**src/rtl/load_store_unit_pkg.sv**
```systemverilog
// rtl/load_store_unit_pkg.sv - shared encodings and lane helpers for the load/store unit
package load_store_unit_pkg;

  // Funct3 encodings for loads and stores
  localparam logic [2:0] F3_LB  = 3'b000;
  localparam logic [2:0] F3_LH  = 3'b001;
  localparam logic [2:0] F3_LW  = 3'b010;
  localparam logic [2:0] F3_LBU = 3'b100;
  localparam logic [2:0] F3_LHU = 3'b101;
  localparam logic [2:0] F3_SB  = 3'b000;
  localparam logic [2:0] F3_SH  = 3'b001;
  localparam logic [2:0] F3_SW  = 3'b010;

  // FaultCause codes
  localparam logic [1:0] CAUSE_NONE     = 2'b00;
  localparam logic [1:0] CAUSE_MISALIGN = 2'b01;
  localparam logic [1:0] CAUSE_TIMEOUT  = 2'b10;
  localparam logic [1:0] CAUSE_ILLEGAL  = 2'b11;

  typedef enum logic [1:0] {
    ST_IDLE  = 2'd0,
    ST_REQ   = 2'd1,
    ST_RWAIT = 2'd2,
    ST_DONE  = 2'd3
  } lsu_state_e;

  // Only one of re/we may be set, and Funct3 must name a real access of that kind
  function automatic logic access_legal(input logic re, input logic we, input logic [2:0] f3);
    logic ok;
    ok = 1'b0;
    if (re && !we) begin
      ok = (f3 == F3_LB) || (f3 == F3_LH) || (f3 == F3_LW) ||
           (f3 == F3_LBU) || (f3 == F3_LHU);
    end else if (we && !re) begin
      ok = (f3 == F3_SB) || (f3 == F3_SH) || (f3 == F3_SW);
    end
    return ok;
  endfunction

  // Size lives in f3[1:0]: 00 byte, 01 half, 10 word
  function automatic logic access_misaligned(input logic [2:0] f3, input logic [1:0] off);
    logic bad;
    case (f3[1:0])
      2'b01:   bad = off[0];
      2'b10:   bad = (off != 2'b00);
      default: bad = 1'b0;
    endcase
    return bad;
  endfunction

  // Byte enables for an aligned access of the given size at the given offset
  function automatic logic [3:0] lane_be(input logic [2:0] f3, input logic [1:0] off);
    logic [3:0] be;
    case (f3[1:0])
      2'b00:   be = 4'b0001 << off;
      2'b01:   be = off[1] ? 4'b1100 : 4'b0011;
      default: be = 4'b1111;
    endcase
    return be;
  endfunction

  // Replicate the store datum across every lane it could occupy
  function automatic logic [31:0] lane_wdata(input logic [2:0] f3, input logic [31:0] wd);
    logic [31:0] d;
    case (f3[1:0])
      2'b00:   d = {4{wd[7:0]}};
      2'b01:   d = {2{wd[15:0]}};
      default: d = wd;
    endcase
    return d;
  endfunction

endpackage

```
**src/rtl/load_align.sv**
```systemverilog
// rtl/load_align.sv - extracts and sign/zero-extends the loaded byte/halfword/word
module load_align
  import load_store_unit_pkg::*;
(
  input  logic [31:0] rdata_i,
  input  logic [2:0]  funct3_i,
  input  logic [1:0]  offset_i,
  output logic [31:0] data_o
);

  logic [7:0]  byte_sel;
  logic [15:0] half_sel;

  // Pick the addressed lane, then extend according to Funct3
  always_comb begin
    case (offset_i)
      2'd0:    byte_sel = rdata_i[7:0];
      2'd1:    byte_sel = rdata_i[15:8];
      2'd2:    byte_sel = rdata_i[23:16];
      default: byte_sel = rdata_i[31:24];
    endcase
    half_sel = offset_i[1] ? rdata_i[31:16] : rdata_i[15:0];
    case (funct3_i)
      F3_LB:   data_o = {{24{byte_sel[7]}}, byte_sel};
      F3_LH:   data_o = {{16{half_sel[15]}}, half_sel};
      F3_LBU:  data_o = {24'd0, byte_sel};
      F3_LHU:  data_o = {16'd0, half_sel};
      default: data_o = rdata_i;
    endcase
  end

endmodule

```
**src/rtl/load_store_unit.sv**
```systemverilog
// rtl/load_store_unit.sv - data-side load/store responder with alignment and timeout faults
module load_store_unit
  import load_store_unit_pkg::*;
#(
  parameter int TIMEOUT_CYCLES = 16,
  parameter int ADDR_W         = 30
) (
  input  logic              clk,
  input  logic              rst,
  input  logic              MemoryRE,
  input  logic              MemoryWE,
  input  logic [2:0]        Funct3,
  input  logic [31:0]       Addr,
  input  logic [31:0]       WData,
  output logic              Stall,
  output logic              Done,
  output logic [31:0]       LoadData,
  output logic              Fault,
  output logic [1:0]        FaultCause,
  output logic              mem_req,
  output logic              mem_we,
  output logic [ADDR_W-1:0] mem_addr,
  output logic [3:0]        mem_be,
  output logic [31:0]       mem_wdata,
  input  logic              mem_gnt,
  input  logic              mem_rvalid,
  input  logic [31:0]       mem_rdata
);

  localparam int CNT_W = (TIMEOUT_CYCLES > 2) ? $clog2(TIMEOUT_CYCLES) : 1;

  lsu_state_e        state_q, state_d;
  logic [CNT_W-1:0]  cnt_q, cnt_d;
  logic [1:0]        cause_q, cause_d;
  logic [31:0]       ldata_q, ldata_d;
  logic              mem_req_q, mem_we_q;
  logic [ADDR_W-1:0] mem_addr_q;
  logic [3:0]        mem_be_q;
  logic [31:0]       mem_wdata_q;
  logic [2:0]        funct3_q;
  logic [1:0]        off_q;
  logic [31:0]       align_data;
  logic              request;
  logic              timed_out;

  load_align u_align (
    .rdata_i  (mem_rdata),
    .funct3_i (funct3_q),
    .offset_i (off_q),
    .data_o   (align_data)
  );

  assign request   = MemoryRE | MemoryWE;
  assign timed_out = (cnt_q == CNT_W'(TIMEOUT_CYCLES - 1));

  // Next-state, fault classification and the combinational stall
  always_comb begin
    state_d = state_q;
    cnt_d   = cnt_q;
    cause_d = cause_q;
    ldata_d = ldata_q;
    Stall   = 1'b0;
    case (state_q)
      ST_IDLE: begin
        Stall = request;
        if (request) begin
          if (!access_legal(MemoryRE, MemoryWE, Funct3)) begin
            state_d = ST_DONE;
            cause_d = CAUSE_ILLEGAL;
            ldata_d = 32'd0;
          end else if (access_misaligned(Funct3, Addr[1:0])) begin
            state_d = ST_DONE;
            cause_d = CAUSE_MISALIGN;
            ldata_d = 32'd0;
          end else begin
            state_d = ST_REQ;
            cnt_d   = '0;
          end
        end
      end
      ST_REQ: begin
        Stall = 1'b1;
        cnt_d = cnt_q + CNT_W'(1);
        if (mem_gnt) begin
          if (mem_we_q) begin
            state_d = ST_DONE;
            cause_d = CAUSE_NONE;
            ldata_d = 32'd0;
          end else begin
            state_d = ST_RWAIT;
          end
        end else if (timed_out) begin
          state_d = ST_DONE;
          cause_d = CAUSE_TIMEOUT;
          ldata_d = 32'd0;
        end
      end
      ST_RWAIT: begin
        Stall = 1'b1;
        cnt_d = cnt_q + CNT_W'(1);
        if (mem_rvalid) begin
          state_d = ST_DONE;
          cause_d = CAUSE_NONE;
          ldata_d = align_data;
        end else if (timed_out) begin
          state_d = ST_DONE;
          cause_d = CAUSE_TIMEOUT;
          ldata_d = 32'd0;
        end
      end
      default: begin
        state_d = ST_IDLE;
      end
    endcase
  end

  // FSM state, timeout counter and completion result
  always_ff @(posedge clk) begin
    if (rst) begin
      state_q <= ST_IDLE;
      cnt_q   <= '0;
      cause_q <= CAUSE_NONE;
      ldata_q <= 32'd0;
    end else begin
      state_q <= state_d;
      cnt_q   <= cnt_d;
      cause_q <= cause_d;
      ldata_q <= ldata_d;
    end
  end

  // Backend request fields: captured on IDLE->REQ, held through REQ, zero otherwise
  always_ff @(posedge clk) begin
    if (rst) begin
      mem_req_q   <= 1'b0;
      mem_we_q    <= 1'b0;
      mem_addr_q  <= '0;
      mem_be_q    <= 4'd0;
      mem_wdata_q <= 32'd0;
      funct3_q    <= 3'd0;
      off_q       <= 2'd0;
    end else if (state_q == ST_IDLE && state_d == ST_REQ) begin
      mem_req_q   <= 1'b1;
      mem_we_q    <= MemoryWE;
      mem_addr_q  <= Addr[ADDR_W+1:2];
      mem_be_q    <= lane_be(Funct3, Addr[1:0]);
      mem_wdata_q <= MemoryWE ? lane_wdata(Funct3, WData) : 32'd0;
      funct3_q    <= Funct3;
      off_q       <= Addr[1:0];
    end else if (state_d != ST_REQ) begin
      mem_req_q   <= 1'b0;
      mem_we_q    <= 1'b0;
      mem_addr_q  <= '0;
      mem_be_q    <= 4'd0;
      mem_wdata_q <= 32'd0;
    end
  end

  assign Done       = (state_q == ST_DONE);
  assign Fault      = Done & (cause_q != CAUSE_NONE);
  assign FaultCause = Done ? cause_q : CAUSE_NONE;
  assign LoadData   = Done ? ldata_q : 32'd0;
  assign mem_req    = mem_req_q;
  assign mem_we     = mem_we_q;
  assign mem_addr   = mem_addr_q;
  assign mem_be     = mem_be_q;
  assign mem_wdata  = mem_wdata_q;

endmodule

```
**config.mk**
```make
export PLATFORM = sky130hd
export DESIGN_NAME = load_store_unit
export DESIGN_NICKNAME = d
export VERILOG_FILES = /design/src/rtl/load_store_unit_pkg.sv /design/src/rtl/load_align.sv /design/src/rtl/load_store_unit.sv
export SDC_FILE = /design/constraint.sdc
export NUM_CORES = 1
export LEC_CHECK = 0
export CORE_ASPECT_RATIO = 0.75
export CORE_MARGIN = 3
export CORE_UTILIZATION = 40
export CTS_CLUSTER_SIZE = 10
export DETAILED_ROUTE_END_ITERATION = 16
export PLACE_DENSITY = 0.76
export SLEW_MARGIN = 20
export SYNTH_ARGS = -nofsm -noshare
export SYNTH_HDL_FRONTEND = slang
export SYNTH_HIERARCHICAL = 1
export SYNTH_SLANG_ARGS = --single-unit
```
**constraint.sdc**
```tcl
create_clock -name clk -period 3.1 [get_ports clk]
set_clock_uncertainty 0.2 [all_clocks]
set_input_delay 0.93 -clock clk [delete_from_list [all_inputs] [get_ports clk]]
set_output_delay 0.93 -clock clk [all_outputs]
set_load 0.02 [all_outputs]
```
==> reports/results.ini <==
[synth]
synth.cell_area_mm2=0.00563
syn_nets=771
synth.top_cells.by_area=dfxtp_1 40%, a22oi_1 6.1%, nand2_1 5.7%
synth_common_cells=113 x dfxtp_1, 85 x nand2_1, 70 x nor2_1
yosysMostFrequentCell=dfxtp_1
ys_seq_elements=113
synthCells=656
synth_top_area_share_pct=40.2
synth.distinct_cells=58
synth-main-ff-cell=dfxtp_1
ys_warn_count=6
synth_top_area_cell=dfxtp_1
synth_edf_count=0
asyncSetResetFlopFracSynth_pct=0
ys_seq_area_share_pct=40.2
synth.avg_cell_area_um2=8.58

[place]
preCtsSetupSlack_ns=-0.370
post_dp_cell_area_mm2=0.00816
io_buffers=209
dp_cells=1028
dp_hpwl_um=13200
gp_congestion=0.934

[timing]
hold_ws_ns=0.260
fin_crit_sh_pct=96.5
setup_viol=0
drv_slew=0
tightest_slew_ns=0.986
rsz0062_at_grt=no
period_minus_slack_ns=2.99
hold_viol=0
fmax_mhz=334
setup_slack_ns=0.110
slew_headroom_pct=33.8

[hold_path]
hp-class=flip-flop to flip-flop
holdPathEnd=mem_be[0]
worstHoldStart=mem_be[0]
whs_path_depth=2

[run_status]
status=finished clean

[worst_setup_path]
worstSetupStartpoint=MemoryRE
r2r_slack_ns=0.55
worst-path-buf-inv=2
worstSetupEndpointType=output pin
arrival_ns=1.86
rr_worst_depth=6
cp_top_family=buffers and inverters
crit_slowest_cell=clkdlybuf4s50_1
worst-setup-path-type=input pin to output pin
crit_chain=clkdlybuf4s50_1, o21ai_0, a21oi_1, buf_2
start_kind=input pin
regToRegEndpoint=ldata_q[8]
r2r_start=off_q[1]
crit_fanout=2
critPathMaxStageDelay_ns=0.47
critPathRequiredTime_ns=1.97

[floorplan]
core_mm2=0.0134
io_pins=210
initial_utilization_pct=42.1
die-width_um=143
rows=36
die-area_mm2=0.0155
dieHeight_um=109

[power]
pwr_density_cell_mw_per_mm2=679
irDropWorstVdd_mv=0.477
finalPower_mw=5.96
leakagePower_nw=3.54

[job]
drv_cap=0

[cells_and_area]
area_delta_synth_final_pct=55.9
antennaDiodeCount=0
regArea_mm2=0.00226
fin_area_mm2=0.00878
final_cells=1061
fin_nets=992
drive_gt1_share_pct=15.8
multi_input_area_mm2=0.00310
n_fill_cell=1051

[grt]
grt-ovfl-total=0
first_global_vias=5537
antenna_found_initial=0
grt_start_max_net_pins=37
grt_util_all_layers_pct=22.8
grt_pass1_wl_um=28700

[drt]
dr.pass1.iters=6
via_per_inst=5.49
wl_um=18400
drt_iter0_drc=651
vias=5830
wl_per_cell_um=17.3
ant_nets=0
drc=0

[clocking]
clock_path_buffers=2
clkSinkCount=113
h-tree-depth=4
hold_buffers=0
clk_latency_ns=0.40
cts_made_buffers=17
root_buffer=clkbuf_16
cts_tree=yes
clkSlewWorstSetupHoldPaths_ns=0.06

metal layers:
layer | global-route usage, % | vias up | wire (um)
met4 | 5.50 | 0 | 178
li1 | - | 2801 | -
met1 | 31.5 | 2762 | 8260
met5 | 0 | - | 0
met2 | 33.9 | 247 | 8110
met3 | 8.15 | 20 | 1850
cell type report:
cell class	instances	share of cell area [%]
Multi-Input combinational cell	473	35.4
Timing Repair Buffer	257	28.8
Sequential cell	113	25.8
Clock buffer	17	4.85
Tap cell	171	2.44
Clock inverter	15	2.08
Inverter	15	0.641
where the power goes:
group          internal (mW)  switching [mW]  leakage, nW  total [mW]
Combinational          0.945            1.34         2.33        2.28
Clock                   1.27           0.719        0.298        1.99
Sequential              1.57           0.111        0.913        1.68
Total                   3.79            2.17         3.54        5.96
state kept, by name, summed over array words and instances (netlist names), 2 cells and up:
| signal | flops |
|---|---|
| cnt_q | 4 |
| funct3_q | 3 |
| off_q | 2 |
| cause_q | 2 |
| mem_wdata | 32 |
| state_q | 2 |
| mem_addr | 30 |
| ldata_q | 32 |
| mem_be | 4 |
logic make-up (layout without fill, tap and decap cells):
family                   Yosys count  after routing  synth area share (%)
multiplexers                      15             15                  2.87
AND/OR/NAND/NOR                  251            251                  21.2
buffers and inverters             70            304                  5.49
flip-flops                       113            113                  40.2
AO/OA/AOI/OAI                    197            197                  28.1
adder cells (fa/ha/maj)           10             10                  2.22
metrics by stage:
| step | setup TNS [ns] | util (%) |
|---|---|---|
| 2_1_floorplan | 0 | - |
| 3_3_place_gp | -17.19 | 61.0 |
| 3_5_place_dp | -25.28 | 61.0 |
| 4_1_cts | 0 | 65.3 |
| 5_1_grt | 0 | 65.6 |
| 6_report | 0 | 65.6 |
worst min-delay path, delay by kind of cell (launching register included):
kind	cells	cell delay, ns
AO/OA/AOI/OAI	1	0.05
flip-flops	1	0.31
AND/OR/NAND/NOR	1	0.05
worst max path at each step:
| stage | end | slack (ns) | cells after the start |
|---|---|---|---|
| 2_1_floorplan | ldata_q[12] | 0.04 | 9 |
| 3_3_place_gp | Stall | -0.32 | 4 |
| 3_5_place_dp | ldata_q[13] | -0.37 | 9 |
| 4_1_cts | ldata_q[13] | 0.06 | 9 |
| 5_1_grt | Stall | 0.05 | 4 |
| 6_report | Stall | 0.11 | 4 |
layout by cell type (no fill, tap or decap), types with 3 or more instances in the layout:
| cell type | n |
|---|---|
| inv_1 | 12 |
| a211oi_1 | 3 |
| a22o_1 | 6 |
| nand3_1 | 6 |
| a32oi_1 | 32 |
| nand2b_1 | 11 |
| clkinv_2 | 3 |
| a221o_1 | 8 |
| bufinv_16 | 3 |
| a21oi_1 | 11 |
| nor3_1 | 3 |
| inv_6 | 4 |
| ha_1 | 7 |
| o21ai_0 | 34 |
| clkinv_4 | 4 |
| mux2_2 | 9 |
| and2_1 | 38 |
| o21ai_1 | 4 |
| buf_12 | 9 |
| dlygate4sd2_1 | 33 |
| a22oi_1 | 46 |
| mux2i_1 | 5 |
| buf_4 | 37 |
| nor2b_1 | 21 |
| dfxtp_1 | 111 |
| nand2_1 | 85 |
| a22o_2 | 27 |
| nor2_1 | 70 |
| or3_1 | 3 |
| clkbuf_16 | 17 |
| clkdlybuf4s50_1 | 173 |
what timing repair did:
action	CTS	global route
endpoints found under the setup margin	35	58
buffers inserted	0	1
resized for setup	40	11
hold endpoints to repair	0	0
cloned	0	0
pin swaps	0	3
(Power assumes the default switching activity.)
